<file path="config.mk">
export PLATFORM = sky130hd
export DESIGN_NAME = reg_dump_reader_flat
export DESIGN_NICKNAME = d
export VERILOG_FILES = /design/src/rtl/reg_dump_reader_if.sv /design/src/rtl/reg_dump_reader.sv /design/src/flat_wrapper.sv
export SDC_FILE = /design/constraint.sdc
export NUM_CORES = 1
export LEC_CHECK = 0
export ABC_AREA = 1
export CORE_MARGIN = 2
export CORE_UTILIZATION = 30
export CTS_CLUSTER_DIAMETER = 40
export DETAILED_ROUTE_END_ITERATION = 16
export SYNTH_ARGS = -nofsm -noshare
export SYNTH_HDL_FRONTEND = slang
export SYNTH_SLANG_ARGS = --single-unit
</file>
<file path="constraint.sdc">
create_clock -name clk -period 1.85 [get_ports clk]
set_input_delay 0.185 -clock clk [delete_from_list [all_inputs] [get_ports clk]]
set_output_delay 0.185 -clock clk [all_outputs]
set_load 0.1 [all_outputs]
</file>
<file path="src/rtl/reg_dump_reader_if.sv">
// Bundle of the scanner's control, register-file read port and output stream.
interface reg_dump_reader_if #(
  parameter int unsigned PW = 4,
  parameter int unsigned DW = 8
) ();

  logic          start;
  logic          abort;
  logic [PW-1:0] rd_addr;
  logic [DW-1:0] rd_data;
  logic [DW-1:0] out_data;
  logic [PW-1:0] out_addr;
  logic          out_valid;
  logic          out_ready;
  logic          busy;
  logic          done;

  // Scanner side: drives the read address and the output stream.
  modport master (
    input  start, abort, rd_data, out_ready,
    output rd_addr, out_data, out_addr, out_valid, busy, done
  );

  // Environment side: register file, controller and downstream consumer.
  modport slave (
    output start, abort, rd_data, out_ready,
    input  rd_addr, out_data, out_addr, out_valid, busy, done
  );

endinterface

</file>
<file path="src/rtl/reg_dump_reader.sv">
// Walks every register-file entry in address order and emits each word,
// tagged with its address, on a valid/ready stream. Read-only to the file.
module reg_dump_reader #(
  parameter int unsigned PW = 4,
  parameter int unsigned DW = 8
) (
  input  logic              clk,
  input  logic              rst_n,
  reg_dump_reader_if.master bus
);

  // All-ones address marks the final entry, so the counter never wraps.
  localparam logic [PW-1:0] ADDR_LAST = '1;

  typedef enum logic [1:0] {
    S_IDLE  = 2'd0,
    S_FETCH = 2'd1,
    S_SEND  = 2'd2,
    S_DONE  = 2'd3
  } state_e;

  state_e        state_q,     state_d;
  logic [PW-1:0] rd_addr_q,   rd_addr_d;
  logic [DW-1:0] out_data_q,  out_data_d;
  logic [PW-1:0] out_addr_q,  out_addr_d;
  logic          out_valid_q, out_valid_d;
  logic          busy_q,      busy_d;
  logic          done_q,      done_d;

  // Next-state and next-output logic; abort overrides everything.
  always_comb begin
    state_d     = state_q;
    rd_addr_d   = rd_addr_q;
    out_data_d  = out_data_q;
    out_addr_d  = out_addr_q;
    out_valid_d = out_valid_q;

    unique case (state_q)
      S_IDLE: begin
        if (bus.start) begin
          rd_addr_d = '0;
          state_d   = S_FETCH;
        end
      end
      S_FETCH: begin
        // Combinational read port: rd_data belongs to rd_addr this cycle.
        out_data_d  = bus.rd_data;
        out_addr_d  = rd_addr_q;
        out_valid_d = 1'b1;
        state_d     = S_SEND;
      end
      S_SEND: begin
        if (out_valid_q && bus.out_ready) begin
          out_valid_d = 1'b0;
          if (rd_addr_q == ADDR_LAST) begin
            state_d = S_DONE;
          end else begin
            rd_addr_d = rd_addr_q + PW'(1);
            state_d   = S_FETCH;
          end
        end
      end
      S_DONE: begin
        state_d = S_IDLE;
      end
      default: begin
        state_d = S_IDLE;
      end
    endcase

    if (bus.abort) begin
      state_d     = S_IDLE;
      out_valid_d = 1'b0;
      rd_addr_d   = '0;
    end

    // Status flags are registered copies of what the next state implies.
    busy_d = (state_d == S_FETCH) || (state_d == S_SEND);
    done_d = (state_d == S_DONE);
  end

  // State and output registers with asynchronous reset.
  always_ff @(posedge clk or negedge rst_n) begin
    if (!rst_n) begin
      state_q     <= S_IDLE;
      rd_addr_q   <= '0;
      out_data_q  <= '0;
      out_addr_q  <= '0;
      out_valid_q <= 1'b0;
      busy_q      <= 1'b0;
      done_q      <= 1'b0;
    end else begin
      state_q     <= state_d;
      rd_addr_q   <= rd_addr_d;
      out_data_q  <= out_data_d;
      out_addr_q  <= out_addr_d;
      out_valid_q <= out_valid_d;
      busy_q      <= busy_d;
      done_q      <= done_d;
    end
  end

  assign bus.rd_addr   = rd_addr_q;
  assign bus.out_data  = out_data_q;
  assign bus.out_addr  = out_addr_q;
  assign bus.out_valid = out_valid_q;
  assign bus.busy      = busy_q;
  assign bus.done      = done_q;

endmodule
</file>
<file path="src/flat_wrapper.sv">
// flat-port wrapper written by rule: the top's interface ports become plain ports
module reg_dump_reader_flat 
#(
  parameter int unsigned PW = 4,
  parameter int unsigned DW = 8
)
  (clk, rst_n, bus_start, bus_abort, bus_rd_data, bus_out_ready, bus_rd_addr, bus_out_data, bus_out_addr, bus_out_valid, bus_busy, bus_done);
  reg_dump_reader_if #(.PW(PW), .DW(DW)) bus_i ();
  input  logic clk;
  input  logic rst_n;
  input wire logic [$bits(bus_i.start)-1:0] bus_start;
  input wire logic [$bits(bus_i.abort)-1:0] bus_abort;
  input wire logic [$bits(bus_i.rd_data)-1:0] bus_rd_data;
  input wire logic [$bits(bus_i.out_ready)-1:0] bus_out_ready;
  output wire logic [$bits(bus_i.rd_addr)-1:0] bus_rd_addr;
  output wire logic [$bits(bus_i.out_data)-1:0] bus_out_data;
  output wire logic [$bits(bus_i.out_addr)-1:0] bus_out_addr;
  output wire logic [$bits(bus_i.out_valid)-1:0] bus_out_valid;
  output wire logic [$bits(bus_i.busy)-1:0] bus_busy;
  output wire logic [$bits(bus_i.done)-1:0] bus_done;
  assign bus_i.start = bus_start;
  assign bus_i.abort = bus_abort;
  assign bus_i.rd_data = bus_rd_data;
  assign bus_i.out_ready = bus_out_ready;
  assign bus_rd_addr = bus_i.rd_addr;
  assign bus_out_data = bus_i.out_data;
  assign bus_out_addr = bus_i.out_addr;
  assign bus_out_valid = bus_i.out_valid;
  assign bus_busy = bus_i.busy;
  assign bus_done = bus_i.done;
  reg_dump_reader #(.PW(PW), .DW(DW)) u_core (.clk(clk), .rst_n(rst_n), .bus(bus_i));
endmodule
</file>
* After elaboration in Yosys (flattened, before gate mapping)
Cells that the tools add are included.
Storage, ports and cells: memory bits (writable) 0, memories 0, bits in read-only memories 0, latch bits 0, register bits 21
Operators by class: add/sub/neg operators 1, divide/modulo/power cells 0, multiplexer cells 13, shift operators 0, multipliers 0, bitwise operators 0, reductions and logical operators 7, equality and inequality tests 10, $lt $le $gt $ge 0
Operator list (count):
- two-way mux 4 bit | 4
- equality test 2 bit (second input constant) | 4
- two-way mux 2 bit | 4
- case mux 2 bit (4 select lines) | 1
- case mux 4 bit (2 select lines) | 1
- != test 3 bit (second input constant) | 2
- nonzero test 3 bit | 2
- adder 4 x 1 -> 4 bit (second input constant) | 1
- equality test 2 x 1 -> 1 bit (second input constant) | 2
- equality test 4 bit (second input constant) | 1
- AND reduction 4 bit | 1
- != test 3 x 2 -> 1 bit (second input constant) | 1
- zero test 2 bit | 1
- two-way mux 1 bit | 2
- case mux 1 bit (2 select lines) | 1
- AND reduction 2 bit | 1
- logical AND 1 bit | 1
- logical OR 1 bit | 1

* Logic depth before layout (Yosys ltp)
Gate-level depths: netlist of run 1.
depth after elaboration 7, gate-level depth with buffers 7, mapped depth without buffers 7

* Least setup slack after synthesis of run 1
Ideal clock, no wire load.
kind register -> register, from reg u_core.rd_addr_q[1] (netlist: u_core.bus.rd_addr[1]), to reg u_core.busy_q (netlist: u_core.bus.busy), arrival 1967 ps, cell stages (with the launch flop) 7, setup slack -243 ps, required time 1724 ps, path through dfrtp_1 -> ha_1 -> nand3_1 -> nand2_2 -> nand2_4 -> a21oi_1 -> ha_1
On the way: word-level cells in the longest chain between the ends 7
RTL lines:
- start: declaration | line reg_dump_reader.sv:23 | logic [PW-1:0] rd_addr_q, rd_addr_d;
- start signal: assignment | line reg_dump_reader.sv:94 | rd_addr_q <= rd_addr_d;
- equality test 4 bit (*) | line reg_dump_reader.sv:55 | if (rd_addr_q == ADDR_LAST) begin
- two-way mux 2 bit (*) | line reg_dump_reader.sv:55
- two-way mux 2 bit (*) | line reg_dump_reader.sv:53 | if (out_valid_q && bus.out_ready) begin
- case mux 2 bit (4 select lines) (*) | line reg_dump_reader.sv:38 | unique case (state_q)
- two-way mux 2 bit (*) | line reg_dump_reader.sv:71 | if (bus.abort) begin
- net u_core.state_d[1] | line reg_dump_reader.sv:22 | state_e state_q, state_d;
- equality test 2 x 1 -> 1 bit or equality test 2 bit (tied branches) | line reg_dump_reader.sv:78 | busy_d = (state_d == S_FETCH) || (state_d == S_SEND);
- logical OR 1 bit (*) | line reg_dump_reader.sv:78
- net u_core.busy_d | line reg_dump_reader.sv:27 | logic busy_q, busy_d;
- end signal: assignment | line reg_dump_reader.sv:98 | busy_q <= busy_d;
- end: declaration | line reg_dump_reader.sv:27
Mark *: on every way through the listed nets, which the timed path passes. The rest lies on a longest branch. A chain may end at the register's enable or synchronous reset.

* Final worst setup path of run 1
from reg u_core.rd_addr_q[0] (netlist: u_core.bus.rd_addr[0]), to reg u_core.busy_q (netlist: u_core.bus.busy)
The elaborated chain is that of the path after synthesis.

==> results of run 1 <==
-- registers in the layout (all words and copies together) (netlist names) --
signal and count:
u_core.bus.rd_addr 4, u_core.bus.done 1, u_core.bus.busy 1, u_core.bus.out_addr 4
u_core.bus.out_valid 1, u_core.state_q 2, u_core.bus.out_data 8
-- metal layers --
metal,vias to the layer above,part of all wire [%],global-route usage [%]
li1,380,-,-
met1,349,44,15.8
met2,29,47,20.2
met3,2,7.9,2.86
met4,0,0.21,2.99
met5,-,0,0
-- logic make-up after synthesis --
group           after synthesis
simple gates                 59
flops                        21
compound gates                6
xor+xnor                      1
buf+inv                       9
fa+ha+maj                     2
-- final timing paths --
path | slack (ns) | end | cells past startpoint | from
max in group asynchronous | 1.41 | u_core.bus.rd_addr[2] | 2 | rst_n
max reg2reg | 0.41 | u_core.bus.busy | 6 | u_core.bus.rd_addr[0]
min in group clk | 0.42 | u_core.bus.out_data[6] | 3 | bus_rd_data[6]
max | 0.41 | u_core.bus.busy | 6 | u_core.bus.rd_addr[0]
min | 0.21 | u_core.bus.rd_addr[0] | 2 | rst_n
min reg2reg | 0.49 | u_core.bus.out_data[5] | 2 | u_core.bus.out_data[5]
-- worst register-to-register path, stage by stage, from the launching register on --
cell and delay (ns):
dfrtp_2 0.43, ha_1 0.19, nand3_1 0.10, nand2_2 0.09, nand2_4 0.07, a21oi_1 0.18, ha_1 0.26
-- power groups by stage --
stage	sequential [uW]	clock [uW]	combinational, uW
finish	565	217	757
floorplan	1050	0	102
global placement	572	0	758
detailed placement	576	0	763
global route	577	248	793
CTS	567	234	763
-- cell usage after synthesis --
master   instances  share of area [%]
o21ai_0          3                1.7
dfrtp_1         21                 59
nor2_2           1               0.70
nand3_1          6                3.4
nand2_4          2                2.5
inv_1            5                2.1
a21oi_1          3                1.7
ha_1             2                2.8
nand2_1         41                 17
inv_2            2               0.84
nor2_1           1               0.42
nand2_2          3                2.1
xor2_1           1               0.98
nand4_1          5                3.5
buf_2            2                1.1
-- area by class of cell --
cell class	count	area [um^2]	share of cell area, %
Sequential cell	21	529	43.1
Multi-Input combinational cell	68	330	26.9
Timing Repair Buffer	33	278	22.6
Tap cell	31	38.8	3.16
Clock buffer	4	26.3	2.14
Inverter	7	26.3	2.14
-- metrics by stage --
stage          area (um^2)  cells  power (uW)  worst slack (ns)
2_1_floorplan          896     98        1160            0.0144
3_3_place_gp          1200    160        1330             0.425
3_5_place_dp          1200    160        1340             0.393
4_1_cts               1230    164        1560             0.416
5_1_grt               1230    164        1620             0.298
6_report              1230    164        1540             0.414
-- cell usage in the layout (no fill, tap or decap), drive strengths merged --
cell type      instances
dfrtp                 21
clkbuf                 4
ha                     2
a21oi                  3
nor2                   2
nand4                  5
inv                    7
nand3                  6
buf                   21
o21ai                  3
xor2                   1
clkdlybuf4s50         12
nand2                 46
==> metrics.yaml, run 1 <==
run_status:
  status: "finished, final reports clean"
synthesis:
  ys_warn_count: 0
  synthAdderAreaFrac_pct: 2.81
  synth_seq_cells: 21
  syn_inst: 98
  ys_types: 15
  synth_xor_area_share_pct: 0.982
  synth.area.mux_share_pct: 0
  ys_seq_area_share_pct: 58.9
  syn_nets: 113
  synth_top_family_by_area: "simple AND/OR/NAND/NOR gates"
  syn_avg_cell_area_um2: 9.10
  synth_compound_area_share_pct: 3.37
  syn_area_um2: 892
  synthSimpleGateAreaFrac_pct: 29.9
global_routing:
  grt_use_total_pct: 12.1
  antenna_found_initial: 0
  grt_pass1_wl_mm: 3.17
  gr-total-overflow: 0
  grt_max_degree: 22
  grt_pass1_vias: 704
power_and_ir_drop:
  p_per_area_nw_per_um2: 1250
  p_clk_share_pct: 14.1
  switching_power_uw: 779
  peakVddDrop_v: 0.000713
  seqPwrFrac_pct: 36.7
  p_leak_uw: 0.000665
  switching_share_pct: 50.6
  p_int_uw: 760
  p_comb_share_pct: 49.2
clock_network:
  cts_tree: "yes"
  cts_inserted_buffers: 3
  post-cts-setup-buffer-count: 0
  ctsResizeCount: 0
  holdBufCountCts: 0
  cts_max_path_buffers: 2
  clock_latency_ns: 0.30
  cts.clk_slew.worst_paths_ns: 0.12
  cts_root_buf: "clkbuf_4"
  cts_sinks: 21
  cts_max_level: 1
floorplanning:
  row_count: 19
  num_io_pins: 32
  chipHeight_um: 58.5
  start_util_pct: 32.1
  fp.dieW_um: 58.5
  core_um2: 2780
  dieArea_um2: 3430
setup_path:
  crit_path_start_kind: "flip-flop"
  cp.required_ns: 2.04
  crit_family: "adder cells"
  end_kind: "flip-flop"
  arrival_ns: 1.62
  critical_path_class: "reg -> reg"
  path_max_fanout: 6
  crit_chain: "ha_1 -> nand3_1 -> nand2_2 -> nand2_4 -> a21oi_1 -> ha_1"
  crit_slowest_cell: "dfrtp_2"
  cp_slowest_stage_delay_ns: 0.43
  crit_top_cell: "ha_1"
  crit_buf_inv: 0
job:
  max_cap_viol_count: 0
timing:
  max_slew_margin_pct: 81.4
  finalMaxSlewViolations: 0
  holdWs_ns: 0.208
  tns_ns: 0
  finalHoldViolCount: 0
  grt_setup_unrepaired: "false"
  fmax_mhz: 696
  setup_viol: 0
  finalCriticalPeriod_ns: 1.44
  fin_skew_ns: 0.00487
  max_slew.worst_pin.slew_ns: 0.282
  fin_crit_sh_pct: 77.6
placed_design:
  place.port_buffers: 31
  place.gp.congestion: 0.893
  place_hpwl_mm: 1.42
cells_and_area:
  drive_gt1_share_pct: 26.3
  syn_to_final_growth_pct: 37.7
  fill_cells: 282
  final_util_pct: 44.2
  antennaDiodeCount: 0
  nNetsFinal: 149
routing:
  routed_via_density: 4.63
  routed_wl_mm: 1.92
  wire_per_inst_um: 11.7
  ant_nets: 0
  drcViolationCount: 0
  drt-pass1-iter-count: 4
  vias: 760
  first_iter_violations: 22
min_path:
  hold_class: "in -> async"
Note: power is estimated with default switching activity, not from simulation.
==> run 2, diff against run 1 <==
==> constraint.sdc (replaced) <==
create_clock -name clk -period 1.3 [get_ports clk]
set_input_delay 0.13 -clock clk [delete_from_list [all_inputs] [get_ports clk]]
set_output_delay 0.13 -clock clk [all_outputs]
set_load 0.1 [all_outputs]
==> run 2 against run 1 <==
Sequential power increased by 52%. Critical endpoint unchanged. Combinational power increased by 80%. Cell count increased by 4.9%. Highest routed layer unchanged. Worst hold slack got worse by 0.044 ns. Utilization increased by 13 points. Register-to-register slack got worse by 0.40 ns. Die area unchanged. Via count increased by 6.7%. Clock skew decreased by 0.0031 ns. Critical path depth unchanged.
==> metrics.yaml, run 2 (synthesis gave the netlist of run 1 again) <==
global_routing:
  grt.busiest_layer: "met2"
  grt_use_total_pct: 13.3
  grt_util_met2_pct: 22.6
  gr-total-overflow: 0
  met3_usage_pct: 3.08
  grtUsageMet1_pct: 15.6
  grt_pass1_wl_mm: 3.49
  grt_pass1_vias: 852
  antenna_found_initial: 0
  grt_max_degree: 22
placed_design:
  place.port_buffers: 31
  place.gp.congestion: 0.863
  place_hpwl_mm: 1.55
  placed_area_um2: 1530
  dp_slack_ns: -0.0340
timing:
  max_slew_margin_pct: 80.9
  finalCriticalPeriod_ns: 1.29
  setup_ws_ns: 0.0113
  grt_setup_unrepaired: "true"
  fin_skew_ns: 0.00179
  setup_viol: 0
  max_slew.worst_pin.slew_ns: 0.286
  holdWs_ns: 0.164
  finalHoldViolCount: 0
  finalMaxSlewViolations: 0
  fmax_mhz: 776
  fin_crit_sh_pct: 99.1
setup_path:
  end_kind: "flip-flop"
  critical_path_class: "reg -> reg"
  ff2ff_path_depth: 6
  rrSetupSlack_ns: 0.01
  cp.required_ns: 1.50
  arrival_ns: 1.49
  worst_r2r_startpoint: "u_core.bus.rd_addr[0]"
  path_max_fanout: 2
  rr_endpoint: "u_core.bus.busy"
  crit_path_start_kind: "flip-flop"
cells_and_area:
  fill_cells: 241
  syn_to_final_growth_pct: 78.4
  final_util_pct: 57.2
  final_area_um2: 1590
  drive_gt1_share_pct: 36.2
  largest_register_ff_count: 8
  layout_common_cells: "nand2_1 (41), buf_12 (19), dfrtp_1 (16)"
  antennaDiodeCount: 0
  mostFrequentLayoutCell: "nand2_1"
  nNetsFinal: 157
routing:
  ant_nets: 0
  first_iter_violations: 19
  drcViolationCount: 0
  wire_per_inst_um: 11.8
  vias: 811
  routed_wl_mm: 2.03
  routed_via_density: 4.72
  drt-pass1-iter-count: 4
clock_network:
  clock_latency_ns: 0.30
  cts_sinks: 21
  cts.clk_slew.worst_paths_ns: 0.11
  cts_root_buf: "clkbuf_4"
  cts_inserted_buffers: 3
  cts_tree: "yes"
  cts_max_level: 1
  cts_max_path_buffers: 2
  holdBufCountCts: 0
  post-cts-setup-buffer-count: 0
floorplanning:
  core_um2: 2780
  num_io_pins: 32
  dieArea_um2: 3430
  fp.dieW_um: 58.5
  chipHeight_um: 58.5
  start_util_pct: 32.1
  row_count: 19
run_status:
  status: "finished, final reports clean"
power_and_ir_drop:
  p_per_area_nw_per_um2: 1580
  p_total_uw: 2520
  peakVddDrop_v: 0.00154
  p_leak_uw: 0.000763
job:
  max_cap_viol_count: 0
min_path:
  hold_class: "in -> async"
## run 2: cell count changes in the layout (fill, tap and decap cells not counted)
cell,change
buf_6,+2
nand3_2,+2
dfrtp_4,+2
a21oi_4,+1
a21oi_1,-2
dfrtp_1,-2
a21oi_2,+1
ha_1,-2
buf_12,+19
nand3_1,-2
ha_4,+2
buf_4,-13
## run 2: worst max path at each step
stage,startpoint,end
3_3_place_gp,bus_start,u_core.bus.busy
2_1_floorplan,u_core.bus.rd_addr[1],u_core.bus.busy
6_report,u_core.bus.rd_addr[0],u_core.bus.busy
4_1_cts,u_core.bus.rd_addr[1],u_core.bus.busy
3_5_place_dp,bus_out_ready,u_core.bus.busy
5_1_grt,u_core.bus.rd_addr[0],u_core.bus.rd_addr[0]
## run 2: timing repair
item                       4_1_cts  5_1_grt
pin swaps                        0        2
gates resized for setup          0        5
setup endpoints to repair        1        7
## run 2: stage by stage
step,setup TNS (ns),std cells
floorplan,-0.512,98
global placement,0,168
detailed placement,-0.0741,168
CTS,-0.0174,172
global route,-0.143,172
finish,0,172
## run 2: worst max-delay path, cell delays in order (launching register included)
cell     delay, ns
dfrtp_4       0.44
ha_4          0.14
nand3_2       0.07
nand2_2       0.10
nand2_4       0.06
a21oi_4       0.15
ha_4          0.21
## run 2: layout make-up
type                       instances  area [um^2]  share of cell area [%]
clock buffer                       4         26.3                    1.65
inverter                           7         26.3                    1.65
multi-input combinational         68          380                    23.9
sequential                        21          537                    33.7
tap                               31         38.8                    2.44
timing repair buffer              41          583                    36.6
## run 2: report_power, final
| part | internal (uW) | total, uW | switching, uW |
|---|---|---|---|
| Combinational | 474 | 1360 | 885 |
| Sequential | 753 | 856 | 103 |
| Clock | 119 | 303 | 184 |
| Total | 1350 | 2520 | 1170 |
## run 2: layer usage
| metal | wire [um] | share of wire, % |
|---|---|---|
| met5 | 0 | 0 |
| met4 | 18 | 0.89 |
| met3 | 169 | 8.3 |
| met2 | 955 | 47 |
| met1 | 882 | 44 |
==> run 3, diff against run 2 <==
--- a/config.mk
+++ b/config.mk
@@ -7,9 +7,10 @@
 export LEC_CHECK = 0
 export ABC_AREA = 1
 export CORE_MARGIN = 2
-export CORE_UTILIZATION = 30
+export CORE_UTILIZATION = 35
 export CTS_CLUSTER_DIAMETER = 40
 export DETAILED_ROUTE_END_ITERATION = 16
+export PLACE_DENSITY = 0.68
 export SYNTH_ARGS = -nofsm -noshare
 export SYNTH_HDL_FRONTEND = slang
 export SYNTH_SLANG_ARGS = --single-unit
==> run 3 against run 2 <==
The flow now finishes with violations (negative setup slack). Clock skew is 0.0031 ns higher. Die area shrank 13%. Wire length is 2.5% lower. Clock power barely moved. Via count decreased by 0.49%. Sequential power is essentially flat. Sequential share of layout area shrank 0.24 points. Design area up 0.71%. Worst hold slack gained 0.00065 ns. Critical endpoint unchanged.
==> metrics.yaml, run 3 (synthesis gave the netlist of run 1 again) <==
power_and_ir_drop:
  p_total_uw: 2530
  switching_share_pct: 46.5
  peakVddDrop_v: 0.00150
  switching_power_uw: 1170
  p_per_area_nw_per_um2: 1580
  p_int_uw: 1350
  p_leak_uw: 0.000775
  seqPwrFrac_pct: 33.9
  p_clk_share_pct: 12.1
  p_comb_share_pct: 54.1
floorplanning:
  num_io_pins: 32
  chipHeight_um: 54.5
  core_um2: 2450
  start_util_pct: 36.3
  row_count: 18
  fp.dieW_um: 54.5
  dieArea_um2: 2970
setup_path:
  worst_r2r_startpoint: "u_core.bus.rd_addr[1]"
  ff2ff_path_depth: 6
  rr_endpoint: "u_core.bus.busy"
  cp.required_ns: 1.49
  setup.worst_path.start: "u_core.bus.rd_addr[1]"
  cp_slowest_stage_delay_ns: 0.50
  arrival_ns: 1.50
  path_max_fanout: 2
  crit_slowest_cell: "dfrtp_4"
  critical_path_class: "reg -> reg"
  rrSetupSlack_ns: -0.01
  end_kind: "flip-flop"
  crit_chain: "ha_4 -> nand3_2 -> nand2_2 -> nand2_4 -> a21oi_2 -> ha_1"
  crit_path_start_kind: "flip-flop"
routing:
  drcViolationCount: 0
  ant_nets: 0
  routed_via_density: 4.69
  first_iter_violations: 9
  routed_wl_mm: 1.98
  drt-pass1-iter-count: 4
  vias: 807
  wire_per_inst_um: 11.5
placed_design:
  place.port_buffers: 31
  dp_slack_ns: -0.0669
  dp_cells: 167
  place.gp.congestion: 0.779
  place_hpwl_mm: 1.52
global_routing:
  grt_pass1_wl_mm: 3.39
  grt_use_total_pct: 15.7
  grt_max_degree: 22
  antenna_found_initial: 0
  gr-total-overflow: 0
  grt_pass1_vias: 802
cells_and_area:
  drive_gt1_share_pct: 37.3
  layout_common_cells: "nand2_1 (41), buf_12 (20), dfrtp_1 (16)"
  syn_to_final_growth_pct: 79.7
  antennaDiodeCount: 0
  final_cells: 172
  largest_register_ff_count: 8
  nNetsFinal: 158
  fill_cells: 186
  mostFrequentLayoutCell: "nand2_1"
run_status:
  status: "complete, but fails checks"
  failed_checks: "negative setup slack"
timing:
  finalCriticalPeriod_ns: 1.31
  finalHoldViolCount: 0
  holdWs_ns: 0.164
  finalMaxSlewViolations: 0
  setup_ws_ns: -0.0145
  grt_setup_unrepaired: "true"
  tns_ns: -0.0145
  max_slew_margin_pct: 82.6
  fmax_mhz: 761
  max_slew.worst_pin.slew_ns: 0.262
  fin_crit_sh_pct: 101
  setup_viol: 1
  fin_skew_ns: 0.00488
clock_network:
  cts_tree: "yes"
  cts_max_path_buffers: 2
  cts_root_buf: "clkbuf_4"
  cts.clk_slew.worst_paths_ns: 0.11
  cts_inserted_buffers: 3
  cts_max_level: 1
  clock_latency_ns: 0.29
  cts_sinks: 21
job:
  max_cap_viol_count: 0
min_path:
  hold_class: "in -> async"
run 3: changes by cell type in the layout (fill, tap and decap cells not counted):
| cell | change |
|---|---|
| nand3_1 | -3 |
| nand3_2 | +3 |
| nand2_8 | +1 |
| buf_4 | +2 |
| nand2_4 | -1 |
| a21oi_1 | +1 |
| buf_6 | -2 |
| buf_12 | +1 |
| a21oi_4 | -1 |
| ha_1 | +1 |
| ha_4 | -1 |
run 3: worst max-delay path by stage:
stage | end | slack, ns | depth (start not counted)
finish | u_core.bus.busy | -0.01 | 6
global route | u_core.bus.busy | -0.07 | 6
CTS | u_core.bus.busy | -0.03 | 6
detailed placement | u_core.bus.busy | -0.07 | 6
global placement | u_core.bus.busy | -0.004 | 6
floorplan | u_core.bus.busy | -0.24 | 6
run 3: power groups by stage:
| stage | clock [uW] | sequential, uW | combinational [uW] |
|---|---|---|---|
| after global routing | 340 | 865 | 1430 |
| after detailed placement | 0 | 870 | 1360 |
| final | 305 | 856 | 1370 |
| after floorplan | 0 | 1500 | 149 |
| after CTS | 314 | 858 | 1360 |
| after global placement | 0 | 866 | 1350 |
run 3: repair_timing:
item	in CTS	in global routing
setup buffers	1	0
hold buffers	0	0
resized for setup	0	4
endpoints found under the setup margin	1	4
pin swaps	1	2
run 3: cell type report:
| type | instances | area, um^2 | area share, % |
|---|---|---|---|
| repair buffers | 42 | 596 | 37.2 |
| clock buffers | 4 | 26.3 | 1.64 |
| inverters | 7 | 26.3 | 1.64 |
| well taps | 30 | 37.5 | 2.34 |
| flip-flops and latches | 21 | 537 | 33.5 |
| multi-input cells | 68 | 380 | 23.7 |
run 3: worst max-delay path, delay by kind of cell, from the launching register on:
family,cells,cell delay (ns)
compound gates,1,0.06
fa+ha+maj,2,0.44
flops,1,0.50
simple gates,3,0.20
run 3: layer usage:
metal | GRT usage [%] | vias to the layer above | wire [um] | part of all wire [%]
met3 | 3.01 | 0 | 138 | 7.0
met2 | 28.3 | 26 | 938 | 47
li1 | - | 405 | - | -
met1 | 18.8 | 376 | 899 | 46
met5 | 0 | - | 0 | 0
met4 | 4.58 | 0 | 0 | 0
run 3: stage by stage:
step	utilization [%]	instance area, um^2
after global placement	62.9	1550
after detailed placement	62.9	1550
final	65.3	1600
after floorplan	-	930
after CTS	64.3	1580
after global routing	65.3	1600
